`config.mk`:
```
export PLATFORM = sky130hd
export DESIGN_NAME = wb_port_arbiter_flat
export DESIGN_NICKNAME = d
export VERILOG_FILES = /design/src/rtl/wb_port_arbiter_if.sv /design/src/rtl/wb_port_arbiter.sv /design/src/flat_wrapper.sv
export SDC_FILE = /design/constraint.sdc
export NUM_CORES = 1
export LEC_CHECK = 0
export CAP_MARGIN = 20
export CORE_ASPECT_RATIO = 1.4
export CORE_MARGIN = 2
export CORE_UTILIZATION = 36
export CTS_CLUSTER_SIZE = 28
export DETAILED_ROUTE_END_ITERATION = 12
export PLACE_DENSITY_LB_ADDON = 0.12
export SLEW_MARGIN = 10
export SYNTH_ARGS = -nofsm -noshare
export SYNTH_HDL_FRONTEND = slang
export SYNTH_SLANG_ARGS = --single-unit
```
`constraint.sdc`:
```
create_clock -name clk -period 1.3 [get_ports clk]
set_input_delay 0.26 -clock clk [delete_from_list [all_inputs] [get_ports clk]]
set_output_delay 0.26 -clock clk [all_outputs]
set_load 0.05 [all_outputs]
```
`src/rtl/wb_port_arbiter_if.sv`:
```
// rtl/wb_port_arbiter_if.sv - bus bundle between writeback buffer, load-return unit and register-file port
interface wb_port_arbiter_if #(
    parameter int N     = 18,
    parameter int LANES = 3
);
    logic                      pipe_we;
    logic [3:0]                pipe_wa;
    logic [LANES-1:0][N-1:0]   pipe_wd;
    logic                      mem_valid;
    logic [3:0]                mem_wa;
    logic [LANES-1:0][N-1:0]   mem_wd;
    logic                      mem_ready;
    logic                      wb_load;
    logic                      stall_o;
    logic                      rf_we;
    logic [3:0]                rf_wa;
    logic [LANES-1:0][N-1:0]   rf_wd;
    logic [15:0]               perf_stall_cnt;
    logic [15:0]               perf_mem_cnt;

    modport slave (
        input  pipe_we, pipe_wa, pipe_wd, mem_valid, mem_wa, mem_wd,
        output mem_ready, wb_load, stall_o, rf_we, rf_wa, rf_wd,
               perf_stall_cnt, perf_mem_cnt
    );

    modport master (
        output pipe_we, pipe_wa, pipe_wd, mem_valid, mem_wa, mem_wd,
        input  mem_ready, wb_load, stall_o, rf_we, rf_wa, rf_wd,
               perf_stall_cnt, perf_mem_cnt
    );
endinterface

```
`src/rtl/wb_port_arbiter.sv`:
```
// rtl/wb_port_arbiter.sv - register-file write-port arbiter, pipeline first, starved load return forced in
// Optional feature macro: WB_PERF_EN builds the forced-stall and load-return counters.
module wb_port_arbiter #(
    parameter int N        = 18,
    parameter int LANES    = 3,
    parameter int MAX_WAIT = 4
) (
    input  logic             clk,
    input  logic             reset,
    wb_port_arbiter_if.slave bus
);
    typedef enum logic {S_PIPE = 1'b0, S_STALL = 1'b1} state_t;

    localparam logic [3:0] WAIT_LAST = 4'(MAX_WAIT - 1);

    state_t                  state, state_nx;
    logic [3:0]              wait_cnt, wait_cnt_nx;
    logic                    grant_pipe, grant_mem;
    logic                    wb_load, stall;
    logic                    rf_we;
    logic [3:0]              rf_wa;
    logic [LANES-1:0][N-1:0] rf_wd;

    always_ff @(posedge clk or negedge reset) begin
        if (!reset) begin
            state    <= S_PIPE;
            wait_cnt <= '0;
        end else begin
            state    <= state_nx;
            wait_cnt <= wait_cnt_nx;
        end
    end

    // A request present while reset is held is never acknowledged; the requester reissues.
    always_comb begin
        state_nx    = S_PIPE;
        wait_cnt_nx = '0;
        grant_pipe  = 1'b0;
        grant_mem   = 1'b0;
        wb_load     = 1'b1;
        stall       = 1'b0;
        case (state)
            S_PIPE: begin
                if (bus.pipe_we) begin
                    grant_pipe = 1'b1;
                    if (bus.mem_valid) begin
                        if (wait_cnt == WAIT_LAST) state_nx = S_STALL;
                        else wait_cnt_nx = wait_cnt + 4'd1;
                    end
                end else begin
                    grant_mem = bus.mem_valid;
                end
            end
            S_STALL: begin
                wb_load   = 1'b0;
                stall     = 1'b1;
                grant_mem = bus.mem_valid;
            end
        endcase
        if (!reset) begin
            grant_pipe = 1'b0;
            grant_mem  = 1'b0;
        end
    end

    always_ff @(posedge clk or negedge reset) begin
        if (!reset) begin
            rf_we <= 1'b0;
            rf_wa <= '0;
            rf_wd <= '0;
        end else begin
            rf_we <= grant_pipe | grant_mem;
            if (grant_pipe) begin
                rf_wa <= bus.pipe_wa;
                rf_wd <= bus.pipe_wd;
            end else if (grant_mem) begin
                rf_wa <= bus.mem_wa;
                rf_wd <= bus.mem_wd;
            end
        end
    end

`ifdef WB_PERF_EN
    logic [15:0] stall_cnt, mem_cnt;

    always_ff @(posedge clk or negedge reset) begin
        if (!reset) begin
            stall_cnt <= '0;
            mem_cnt   <= '0;
        end else begin
            if (state == S_STALL && stall_cnt != 16'hFFFF) stall_cnt <= stall_cnt + 16'd1;
            if (grant_mem && mem_cnt != 16'hFFFF) mem_cnt <= mem_cnt + 16'd1;
        end
    end

    assign bus.perf_stall_cnt = stall_cnt;
    assign bus.perf_mem_cnt   = mem_cnt;
`else
    assign bus.perf_stall_cnt = '0;
    assign bus.perf_mem_cnt   = '0;
`endif

    assign bus.mem_ready = grant_mem;
    assign bus.wb_load   = wb_load;
    assign bus.stall_o   = stall;
    assign bus.rf_we     = rf_we;
    assign bus.rf_wa     = rf_wa;
    assign bus.rf_wd     = rf_wd;
endmodule
```
`src/flat_wrapper.sv`:
```
// flat-port wrapper written by rule: the top's interface ports become plain ports
module wb_port_arbiter_flat 
#(
    parameter int N        = 18,
    parameter int LANES    = 3,
    parameter int MAX_WAIT = 4
)
  (clk, reset, bus_pipe_we, bus_pipe_wa, bus_pipe_wd, bus_mem_valid, bus_mem_wa, bus_mem_wd, bus_mem_ready, bus_wb_load, bus_stall_o, bus_rf_we, bus_rf_wa, bus_rf_wd, bus_perf_stall_cnt, bus_perf_mem_cnt);
  wb_port_arbiter_if #(.N(N), .LANES(LANES)) bus_i ();
  input  logic clk;
  input  logic reset;
  input wire logic [$bits(bus_i.pipe_we)-1:0] bus_pipe_we;
  input wire logic [$bits(bus_i.pipe_wa)-1:0] bus_pipe_wa;
  input wire logic [$bits(bus_i.pipe_wd)-1:0] bus_pipe_wd;
  input wire logic [$bits(bus_i.mem_valid)-1:0] bus_mem_valid;
  input wire logic [$bits(bus_i.mem_wa)-1:0] bus_mem_wa;
  input wire logic [$bits(bus_i.mem_wd)-1:0] bus_mem_wd;
  output wire logic [$bits(bus_i.mem_ready)-1:0] bus_mem_ready;
  output wire logic [$bits(bus_i.wb_load)-1:0] bus_wb_load;
  output wire logic [$bits(bus_i.stall_o)-1:0] bus_stall_o;
  output wire logic [$bits(bus_i.rf_we)-1:0] bus_rf_we;
  output wire logic [$bits(bus_i.rf_wa)-1:0] bus_rf_wa;
  output wire logic [$bits(bus_i.rf_wd)-1:0] bus_rf_wd;
  output wire logic [$bits(bus_i.perf_stall_cnt)-1:0] bus_perf_stall_cnt;
  output wire logic [$bits(bus_i.perf_mem_cnt)-1:0] bus_perf_mem_cnt;
  assign bus_i.pipe_we = bus_pipe_we;
  assign bus_i.pipe_wa = bus_pipe_wa;
  assign bus_i.pipe_wd = bus_pipe_wd;
  assign bus_i.mem_valid = bus_mem_valid;
  assign bus_i.mem_wa = bus_mem_wa;
  assign bus_i.mem_wd = bus_mem_wd;
  assign bus_mem_ready = bus_i.mem_ready;
  assign bus_wb_load = bus_i.wb_load;
  assign bus_stall_o = bus_i.stall_o;
  assign bus_rf_we = bus_i.rf_we;
  assign bus_rf_wa = bus_i.rf_wa;
  assign bus_rf_wd = bus_i.rf_wd;
  assign bus_perf_stall_cnt = bus_i.perf_stall_cnt;
  assign bus_perf_mem_cnt = bus_i.perf_mem_cnt;
  wb_port_arbiter #(.N(N), .LANES(LANES), .MAX_WAIT(MAX_WAIT)) u_core (.clk(clk), .reset(reset), .bus(bus_i));
endmodule
```
== After elaboration in Yosys (flattened, before gate mapping) ==
Cells that the tools add are included.

* Register bits: 64
* Input port bits: 120

* Bitwise logic cells: 2
* Add/subtract/negate cells: 1
* Equality and inequality tests: 1
* Muxes and demuxes: 20
* Reduce and logical (&&, ||, !) cells: 1

{| class="wikitable"
|+ Operator list
! cell !! number
|-
| 2-to-1 mux 54 bit || 2
|-
| 2-to-1 mux 4 bit || 6
|-
| 2-to-1 mux 1 bit || 11
|-
| adder 4 x 1 -> 4 bit (second input constant) || 1
|-
| == test 4 x 2 -> 1 bit (second input constant) || 1
|-
| case mux 1 bit (2 select lines) || 1
|-
| nonzero test 2 bit || 1
|-
| inverter 1 bit || 1
|-
| OR 1 bit || 1
|}

== Logic depth before layout (Yosys ltp) ==
Gate-level depths: netlist (run 1).

* Word-level depth: 5
* Depth in mapped cells: 5

== Worst setup path after synthesis (run 1) ==
Ideal clock, no wire load.

* Path kind: register -> output
* From: register u_core.state
* To: output port bus_mem_ready
* Arrival time: 1.444 ns
* Slack: -0.404 ns
* Stages on the path, launching flop included: 3
* Cells stage by stage: dfrtp_1 > nor2b_1 > nor2_1

* Cells in the longest elaborated chain, start to end: 3

{| class="wikitable"
|+ RTL lines
! element !! RTL line !! text
|-
| start, declared || wb_port_arbiter.sv:16 || <nowiki>state_t state, state_nx;</nowiki>
|-
| start signal, assigned || wb_port_arbiter.sv:29 || <nowiki>state <= state_nx;</nowiki>
|-
| inverter 1 bit || wb_port_arbiter.sv:42 || <nowiki>case (state)</nowiki>
|-
| case mux 1 bit (2 select lines) * || wb_port_arbiter.sv:42 ||
|-
| 2-to-1 mux 1 bit * || wb_port_arbiter.sv:60 || <nowiki>if (!reset) begin</nowiki>
|-
| end, declared || flat_wrapper.sv:18 || <nowiki>output wire logic [$bits(bus_i.mem_ready)-1:0] bus_mem_ready;</nowiki>
|}

Mark *: on every way between the ends. The rest lies on a longest branch, timed or not.

== Worst setup path after layout (run 1) ==
Same ends and word-level chain as after synthesis.

==> flow_metrics.tcl, run 1 <==
set metrics [dict create \
    setup_viol_count_final 60 \
    globalplace.congestion 0.772 \
    first_pass_iters 4 \
    regToRegEndpoint "u_core.bus.rf_wd[12]" \
    wl_per_cell_um 16.1 \
    p_sw_share_pct 34.4 \
    finalClockSkew_ns 0.00519 \
    multiInputGateArea_sq_um 1360 \
    die-height_um 115 \
    synth_area_leaders "dfrtp_1 50%, mux2i_1 18%, a21oi_1 9.3%" \
    whs_ns 0.0402 \
    synth_cells 309 \
    numClockSinks 64 \
    synth_area_sq_um 3180 \
    cts-root-buf "clkbuf_16" \
    seq_area_sq_um 1600 \
    switching_power_w 0.00273 \
    core_area_sq_um 8560 \
    yosysWarnings 0 \
    num-nets-final 628 \
    clock_power_share_pct 27.6 \
    p_per_area_nw_per_um2 1290 \
    io_pins 214 \
    reg2regPathDepth 6 \
    tns_ns -2.86 \
    rsz0062_at_grt "yes" \
    dpl.hpwl_um 7330 \
    grt_pass1_vias 2895 \
    wl_met2_um 5490 \
    die_area_sq_um 9600 \
    wl_met1_um 3320 \
    ff2ff_setup_slack_ns -0.09 \
    violations "setup timing" \
    cap_violations 0 \
    grt_max_degree 38 \
    cellLeakagePower_nw 2.93 \
    initialDrtViolationCount 103 \
    postSynthRegisterBits 64 \
    ys_seq_area_share_pct 50.4 \
    cp-start-kind "register" \
    critPathLaunch "u_core.state" \
    final_common_cell "clkdlybuf4s50_1" \
    core.rowCount 40 \
    status "complete, but fails checks" \
    cts_tree "yes" \
    worstReg2RegStart "u_core.state" \
    cts_buffers 9 \
    die_x_um 83.4 \
    track_usage_pct 19.9 \
    critPathKind "register to output port" \
    peakVddDrop_mv 0.719 \
    ant_nets 0 \
    cp_max_fo 2 \
    grt_overflow 0 \
    hold_class "input pin to asynchronous set/reset pin" \
    clock_path_buffers 2 \
    clock_latency_ns 0.33 \
    fin_util_pct 71.8 \
    areaGrowthSynthToFinish_pct 93.4 \
    combPwrFrac_pct 40.5 \
    period_share_pct 109 \
    finalCriticalPeriod_ns 1.41 \
    drc_errors 0 \
    clk_pin_slew_ns 0.05 \
    dr_wl_met3_um 696 \
    diodes 0 \
    setup.worst_path.end_class "output port" \
    port_buffers 181 \
    ys_types 19 \
    power.internal_w 0.00521 \
    yosys.area.top_type "dfrtp_1" \
    h-tree-depth 3 \
    via_per_inst 4.68 \
    nFillCells 612 \
    initial_utilization_pct 37.1 \
    antenna_found_initial 0 \
    preCtsSetupSlack_ns -0.281 \
    fmax_mhz 708 \
    wirelength_um 9910 \
    crit_arrival_ns 1.15 \
    slew_violations 0 \
    p_seq_share_pct 31.9 \
    vias 2879 \
    layout_common_cells "117 x clkdlybuf4s50_1, 68 x buf_12, 63 x dfrtp_1" \
    worst_slack_ns -0.113 \
    hold_viol 0 \
    synth_top_area_share_pct 50.4 \
    cp.required_ns 1.04 \
    drive_above_1_share_pct 22.7 \
    syn_area_per_cell_sq_um 10.3 \
    top_layer "met4" \
    grt_pass1_wl_um 14600 \
]
==> state kept, by name, indices dropped and copies added, names as in the netlist <==
name and cells:
u_core.bus.rf_wd 54, u_core.bus.rf_wa 4, u_core.wait_cnt 4, u_core.bus.rf_we 1, u_core.state 1
==> metrics by stage <==
step	total power, W	std cells	area [sq um]
floorplan	0.00403	340	3300
global placement	0.00569	594	5710
detailed placement	0.00573	594	5710
CTS	0.00797	611	6020
global route	0.00822	615	6140
finish	0.00794	615	6140
==> power groups by stage <==
stage          combinational (W)  sequential (W)  clock, W
2_1_floorplan           0.000722         0.00331         0
4_1_cts                  0.00319         0.00253   0.00225
5_1_grt                  0.00334         0.00256   0.00231
3_5_place_dp             0.00317         0.00256         0
6_report                 0.00321         0.00253   0.00219
3_3_place_gp             0.00314         0.00255         0
==> layer usage <==
| layer | up-vias | track usage, % |
|---|---|---|
| li1 | 1375 | - |
| met1 | 1337 | 19.5 |
| met2 | 140 | 36.8 |
| met3 | 27 | 6.03 |
| met4 | 0 | 11.6 |
| met5 | - | 0 |
==> worst max path at each step <==
stage                                       to  slack (ns)  depth (start not counted)
final                            bus_mem_ready       -0.11                          4
after global routing             bus_mem_ready       -0.16                          4
after CTS                        bus_mem_ready       -0.12                          4
after detailed placement  u_core.bus.rf_wd[26]       -0.28                          5
after global placement           bus_mem_ready       -0.22                          5
after floorplan            u_core.bus.rf_wd[0]        0.02                          5
==> cell families (layout without fill, tap and decap cells) <==
| family | after synthesis | after routing | synth area share, % |
|---|---|---|---|
| simple gates | 73 | 73 | 9.34 |
| xor+xnor | 1 | 1 | 0.276 |
| mux | 58 | 58 | 18.3 |
| compound gates | 59 | 59 | 9.30 |
| flops | 64 | 64 | 50.4 |
| buf+inv | 52 | 222 | 11.9 |
| other cells | 1 | 32 | 0.118 |
| fa+ha+maj | 1 | 1 | 0.394 |
==> synth_stat cells, drive strengths merged <==
library cell / n
nand2b: 1
nor2: 62
nor2b: 1
ha: 1
mux2i: 58
nand3b: 2
dfrtp: 64
conb: 1
nor3b: 1
inv: 1
and3: 1
a21oi: 59
buf: 51
xor2: 1
nand2: 4
nand3: 1
==> critical path: stages (launching register included) <==
cell and delay [ns]:
dfrtp_2 0.40, nor2b_1 0.11, buf_4 0.14, nor2_4 0.04, buf_12 0.14
==> cell type report <==
cell class | count | share of cell area (%)
clock inverters | 1 | 0.0815
clock buffers | 13 | 4.24
inverters | 1 | 0.0611
multi-input cells | 224 | 22.1
repair buffers | 207 | 45.3
flip-flops and latches | 64 | 26.1
well taps | 105 | 2.14
==> repair_timing <==
item	CTS	global route
gates resized for setup	12	5
cloned	0	4
buffers inserted	3	0
hold buffers	1	0
endpoints found under the setup margin	2	62
pin swaps	2	0
endpoints found under the hold margin	8	0
Power figures use the tool's default switching activity.
==> run 2, diff against run 1 <==
- ABC_AREA: not set -> 1
- CORE_UTILIZATION: 36 -> 42
==> run 2 against run 1 <==
Net effect:
- the run still ends with setup timing left
- combinational power is 10% higher
- first-iteration DRC count is 140% higher
- power is 5.9% higher
- maximum frequency is 0.20% higher
- die area is 18% higher
- largest power group unchanged
- core utilization is 0.34 points higher
- register-to-register slack better by 0.08 ns
- worst setup slack better by 0.0028 ns
- cell count is 56% higher
- area after synthesis is 39% higher
==> flow_metrics.tcl, run 2 <==
set metrics [dict create \
    vias 4655 \
    layout.cells.non_filler 958 \
    cts-root-buf "clkbuf_16" \
    grt_overflow 0 \
    power.internal_w 0.00543 \
    synth_area_sq_um 4410 \
    wl_per_cell_um 14.0 \
    grt_pass1_vias 4493 \
    worst_slack_ns -0.110 \
    slew_headroom_pct 62.2 \
    antenna_found_initial 0 \
    hold_class "input pin to asynchronous set/reset pin" \
    numClockSinks 64 \
    yosys.area_share.simple_pct 41.4 \
    cts_buffers 9 \
    setup_viol_count_final 5 \
    first_pass_iters 5 \
    tns_ns -0.139 \
    yosysMostFrequentCell "nand2_1" \
    clk_pin_slew_ns 0.05 \
    slew_violations 0 \
    track_usage_pct 23.3 \
    synth_cells 637 \
    biggestRegsByFlops "u_core.bus.rf_wd x54, u_core.bus.rf_wa x4, u_core.wait_cnt x4" \
    clock_power_share_pct 28.2 \
    grt_pass1_wl_um 21500 \
    cp.depth 4 \
    core_area_sq_um 10300 \
    tightest_slew_ns 0.565 \
    cp_cell_sequence "inv_4 > buf_12 > a21oi_4 > buf_12" \
    hold_viol 0 \
    via_per_inst 4.86 \
    cp_max_fo 4 \
    cap_violations 0 \
    h-tree-depth 3 \
    cts_tree "yes" \
    critical_path.top_delay_family "flip-flops" \
    crit_arrival_ns 1.15 \
    globalplace.congestion 0.814 \
    dpl.hpwl_um 9810 \
    postSynthRegisterBits 64 \
    setup.worst_path.end_class "output port" \
    synth_xor_area_share_pct 0 \
    synth_edf_count 0 \
    crit_end "bus_mem_ready" \
    placed_area_sq_um 7020 \
    reg2regPathDepth 8 \
    violations "setup timing" \
    fmax_mhz 709 \
    largest_register_ffs 54 \
    layout_common_cells "178 x nand2_1, 119 x inv_1, 116 x clkdlybuf4s50_1" \
    synth_top_family_by_area "simple AND/OR/NAND/NOR gates" \
    timing.critical_path.mode_cell "buf_12" \
    rsz0062_at_grt "yes" \
    critPathLaunch "u_core.state" \
    finalClockSkew_ns 0.00562 \
    p_seq_share_pct 29.8 \
    regToRegEndpoint "u_core.bus.rf_wd[50]" \
    largest-register "u_core.bus.rf_wd" \
    synth_compound_area_share_pct 0.227 \
    synth_mux_area_share_pct 0 \
    io_pins 214 \
    whs_ns 0.0488 \
    drc_errors 0 \
    ys_types 17 \
    synth_top_area_share_pct 36.3 \
    p_sw_share_pct 35.4 \
    finalCriticalPeriod_ns 1.41 \
    yosysWarnings 0 \
    period_share_pct 108 \
    fin_area_sq_um 7420 \
    async_reset_ff_share_pct 100 \
    wirelength_um 13400 \
    final_common_cell "nand2_1" \
    die_x_um 90.6 \
    syn_area_per_cell_sq_um 6.93 \
    ff2ff_setup_slack_ns -0.01 \
    die_area_sq_um 11400 \
    initialDrtViolationCount 243 \
    cpMaxStageDelayCell "dfrtp_2" \
    worstReg2RegStart "u_core.state" \
    initial_utilization_pct 42.9 \
    diodes 0 \
    peakVddDrop_mv 0.629 \
    synth_ff_type "dfrtp_1" \
    status "complete, but fails checks" \
    drive_above_1_share_pct 15.0 \
    crit_buf_inv 3 \
    combPwrFrac_pct 42.0 \
    yosys.area.top_type "dfrtp_1" \
    p_per_area_nw_per_um2 1130 \
    cp.required_ns 1.04 \
    synth_adder_area_share_pct 0.284 \
    dp_cells 933 \
    critPathMaxStageDelay_ns 0.38 \
    cellLeakagePower_nw 3.93 \
    clock_path_buffers 2 \
    critPathKind "register to output port" \
    num-nets-final 936 \
    core.rowCount 44 \
    cp-start-kind "register" \
    switching_power_w 0.00297 \
    synth_common_cells "182 x nand2_1, 119 x inv_1, 64 x dfrtp_1" \
    ant_nets 0 \
    ys_seq_area_share_pct 36.3 \
    grt_max_degree 56 \
    die-height_um 125 \
    clock_latency_ns 0.32 \
    port_buffers 181 \
    areaGrowthSynthToFinish_pct 68.2 \
    synth_area_leaders "dfrtp_1 36%, nand2_1 15%, inv_1 10%" \
]
## run 2: through the flow
step	worst slack, ns	util (%)	power (W)
6_report	-0.110	72.1	0.00841
3_5_place_dp	-0.0269	68.2	0.00604
3_3_place_gp	0.0961	68.2	0.00599
4_1_cts	-0.133	71.5	0.00846
5_1_grt	-0.150	72.1	0.00877
2_1_floorplan	-0.0940	-	0.00427
## run 2: final cells by class
| cell class | instances | area [sq um] |
|---|---|---|
| inverter | 120 | 453 |
| sequential | 64 | 1600 |
| fill | 830 | 2870 |
| tap | 138 | 173 |
| timing repair buffer | 219 | 2900 |
| clock inverter | 6 | 58.8 |
| clock buffer | 10 | 239 |
| multi-input combinational | 401 | 2000 |
## run 2: kinds of logic (layout without fill, tap and decap cells)
kind of cell / after synthesis / count (layout)
and+or+nand+nor: 366 / 366
DFF: 64 / 64
AOI/OAI and AO/OA: 2 / 2
other: 1 / 32
buffers and inverters: 203 / 355
adders and majority gates: 1 / 1
## run 2: power groups by stage
stage	sequential (W)	combinational, W	clock (W)
6_report	0.00251	0.00353	0.00237
3_3_place_gp	0.00253	0.00347	0
5_1_grt	0.00254	0.00372	0.00251
2_1_floorplan	0.00326	0.00102	0
4_1_cts	0.00251	0.00352	0.00243
3_5_place_dp	0.00254	0.00351	0
## run 2: routing by layer
| layer | global-route usage (%) | wire (um) |
|---|---|---|
| met1 | 24.9 | 4980 |
| met2 | 42.9 | 7270 |
| met3 | 6.14 | 835 |
| met4 | 9.95 | 363 |
| met5 | 0 | 0 |
## run 2: how the worst min path moves through the flow
stage | start | endpoint | slack (ns) | cells past startpoint
floorplan | reset | u_core.bus.rf_wa[0] | -0.04 | 0
global placement | reset | u_core.bus.rf_wd[31] | 0.09 | 1
detailed placement | reset | u_core.bus.rf_wd[31] | 0.09 | 1
CTS | reset | u_core.bus.rf_wd[31] | -0.26 | 1
global route | reset | u_core.bus.rf_wd[48] | 0.05 | 3
finish | reset | u_core.bus.rf_wd[29] | 0.05 | 2
## run 2: repair_timing
| action | 4_1_cts | 5_1_grt |
|---|---|---|
| gates cloned | 0 | 1 |
| gates resized for setup | 2 | 2 |
| setup endpoints to repair | 2 | 54 |
| pin swaps | 2 | 0 |
| hold buffers | 1 | 3 |
| buffers inserted | 4 | 0 |
| hold endpoints to repair | 26 | 14 |
==> run 3, diff against run 2 <==
- clock period: 1.3 -> 1.41 ns (I/O delays scaled with it)
==> run 3 against run 2 <==
Net effect:
- worst setup slack better by 0.13 ns
- global-route usage decreased by 0.13 points
- count of clock-buffer cells in the layout rose by 3
- clock skew fell by 0.00082 ns
- via count fell by 1.5%
- non-clock buffer count shrank 13
- clock power shrank 11%
- sequential cell count unchanged
- critical path depth decreased by 1
- critical endpoint unchanged
- sequential power fell by 8.0%
- the flow now finishes without violations
==> flow_metrics.tcl, run 3 (same netlist as run 2, synthesis figures left out) <==
set metrics [dict create \
    crit_arrival_ns 1.11 \
    cpMaxStageDelayCell "dfrtp_2" \
    die_x_um 90.6 \
    wl_per_cell_um 14.1 \
    dpl.hpwl_um 9230 \
    final_common_cell "nand2_1" \
    core_area_sq_um 10300 \
    initialDrtViolationCount 220 \
    grt_max_degree 78 \
    peakVddDrop_mv 0.794 \
    rsz0062_at_grt "yes" \
    finalClockSkew_ns 0.00480 \
    p_seq_share_pct 30.4 \
    cp_max_fo 4 \
    switching_power_w 0.00271 \
    critical_path.top_delay_family "flip-flops" \
    cellLeakagePower_nw 3.84 \
    drive_above_1_share_pct 13.5 \
    fin_area_sq_um 7240 \
    grt_pass1_wl_um 21600 \
    cap_violations 0 \
    wirelength_um 13300 \
    power.internal_w 0.00489 \
    areaGrowthSynthToFinish_pct 64.2 \
    num-nets-final 923 \
    die_area_sq_um 11400 \
    fmax_mhz 719 \
    core.rowCount 44 \
    globalplace.congestion 0.818 \
    setup_viol_count_final 0 \
    diodes 0 \
    hold_class "input pin to asynchronous set/reset pin" \
    cts_tree "yes" \
    largest_register_ffs 54 \
    h-tree-depth 3 \
    biggestRegsByFlops "u_core.bus.rf_wd x54, u_core.bus.rf_wa x4, u_core.wait_cnt x4" \
    cp-start-kind "register" \
    layout.cells.non_filler 945 \
    ant_nets 0 \
    clock_path_buffers 2 \
    p_per_area_nw_per_um2 1050 \
    numClockSinks 64 \
    layout_common_cells "180 x nand2_1, 119 x inv_1, 116 x clkdlybuf4s50_1" \
    antenna_found_initial 0 \
    finalCriticalPeriod_ns 1.39 \
    period_share_pct 98.7 \
    critPathMaxStageDelay_ns 0.42 \
    combPwrFrac_pct 42.0 \
    clock_latency_ns 0.32 \
    clock_power_share_pct 27.6 \
    critPathKind "register to output port" \
    clk_pin_slew_ns 0.05 \
    cts_buffers 9 \
    hold_viol 0 \
    drc_errors 0 \
    cp.required_ns 1.13 \
    cts-root-buf "clkbuf_16" \
    fin_total_pwr_w 0.00760 \
    slew_violations 0 \
    io_pins 214 \
    die-height_um 125 \
    nFillCells 830 \
    port_buffers 181 \
    first_pass_iters 7 \
    vias 4587 \
    largest-register "u_core.bus.rf_wd" \
    placed_area_sq_um 6860 \
    grt_overflow 0 \
    track_usage_pct 23.2 \
    crit_buf_inv 2 \
    grt_pass1_vias 4438 \
    p_sw_share_pct 35.7 \
    setup.worst_path.end_class "output port" \
    cp_cell_sequence "inv_8 > a21oi_4 > buf_12" \
    dp_cells 922 \
    initial_utilization_pct 42.9 \
    status "finished clean" \
    via_per_inst 4.85 \
]
-- run 3: what timing repair did --
action                                  4_1_cts  5_1_grt
setup buffers                                 4        0
endpoints found under the setup margin        3       39
endpoints found under the hold margin         9        0
gates resized for setup                       2        4
hold buffers                                  2        0
cloned                                        0        1
-- run 3: area by class of cell --
cell class,instances,area (sq um),area share [%]
Timing Repair Buffer,206,2730,37.7
Multi-Input combinational cell,401,1990,27.5
Sequential cell,64,1600,22.1
Inverter,120,458,6.32
Clock buffer,13,270,3.73
Tap cell,138,173,2.38
Clock inverter,3,15.0,0.207
-- run 3: layer usage --
| layer | wire length [um] | track usage (%) |
|---|---|---|
| met5 | 0 | 0 |
| met4 | 272 | 9.50 |
| met3 | 814 | 5.24 |
| met2 | 7080 | 41.5 |
| met1 | 5130 | 26.5 |
-- run 3: path summary, 6_finish.rpt --
kind	startpoint	to	slack [ns]	cells past startpoint
setup / recovery	u_core.state	bus_mem_ready	0.02	3
hold / removal	reset	u_core.bus.rf_wa[0]	0.002	2
setup reg to reg	u_core.state	u_core.bus.rf_wd[29]	0.06	8
hold reg to reg	u_core.wait_cnt[0]	u_core.wait_cnt[0]	0.50	1
max in group asynchronous	reset	u_core.state	0.65	2
min in group clk	reset	u_core.bus.rf_wd[33]	0.35	5
-- run 3: through the flow --
stage | util (%) | hold WS [ns] | setup WS, ns | TNS, ns
CTS | 69.9 | 0.00989 | -0.00556 | -0.00556
floorplan | - | -0.0136 | -0.00597 | -0.00597
global placement | 66.6 | 0.114 | 0.0695 | 0
detailed placement | 66.6 | 0.116 | 0.0251 | 0
global route | 70.4 | 0.0213 | -0.0218 | -0.0668
finish | 70.4 | 0.00229 | 0.0189 | 0
-- run 3: power by group through the flow --
stage	Combinational [W]	Clock, W	Sequential, W
floorplan	0.000936	0	0.00300
CTS	0.00319	0.00213	0.00232
global placement	0.00315	0	0.00233
global route	0.00338	0.00222	0.00234
finish	0.00319	0.00210	0.00231
detailed placement	0.00318	0	0.00234
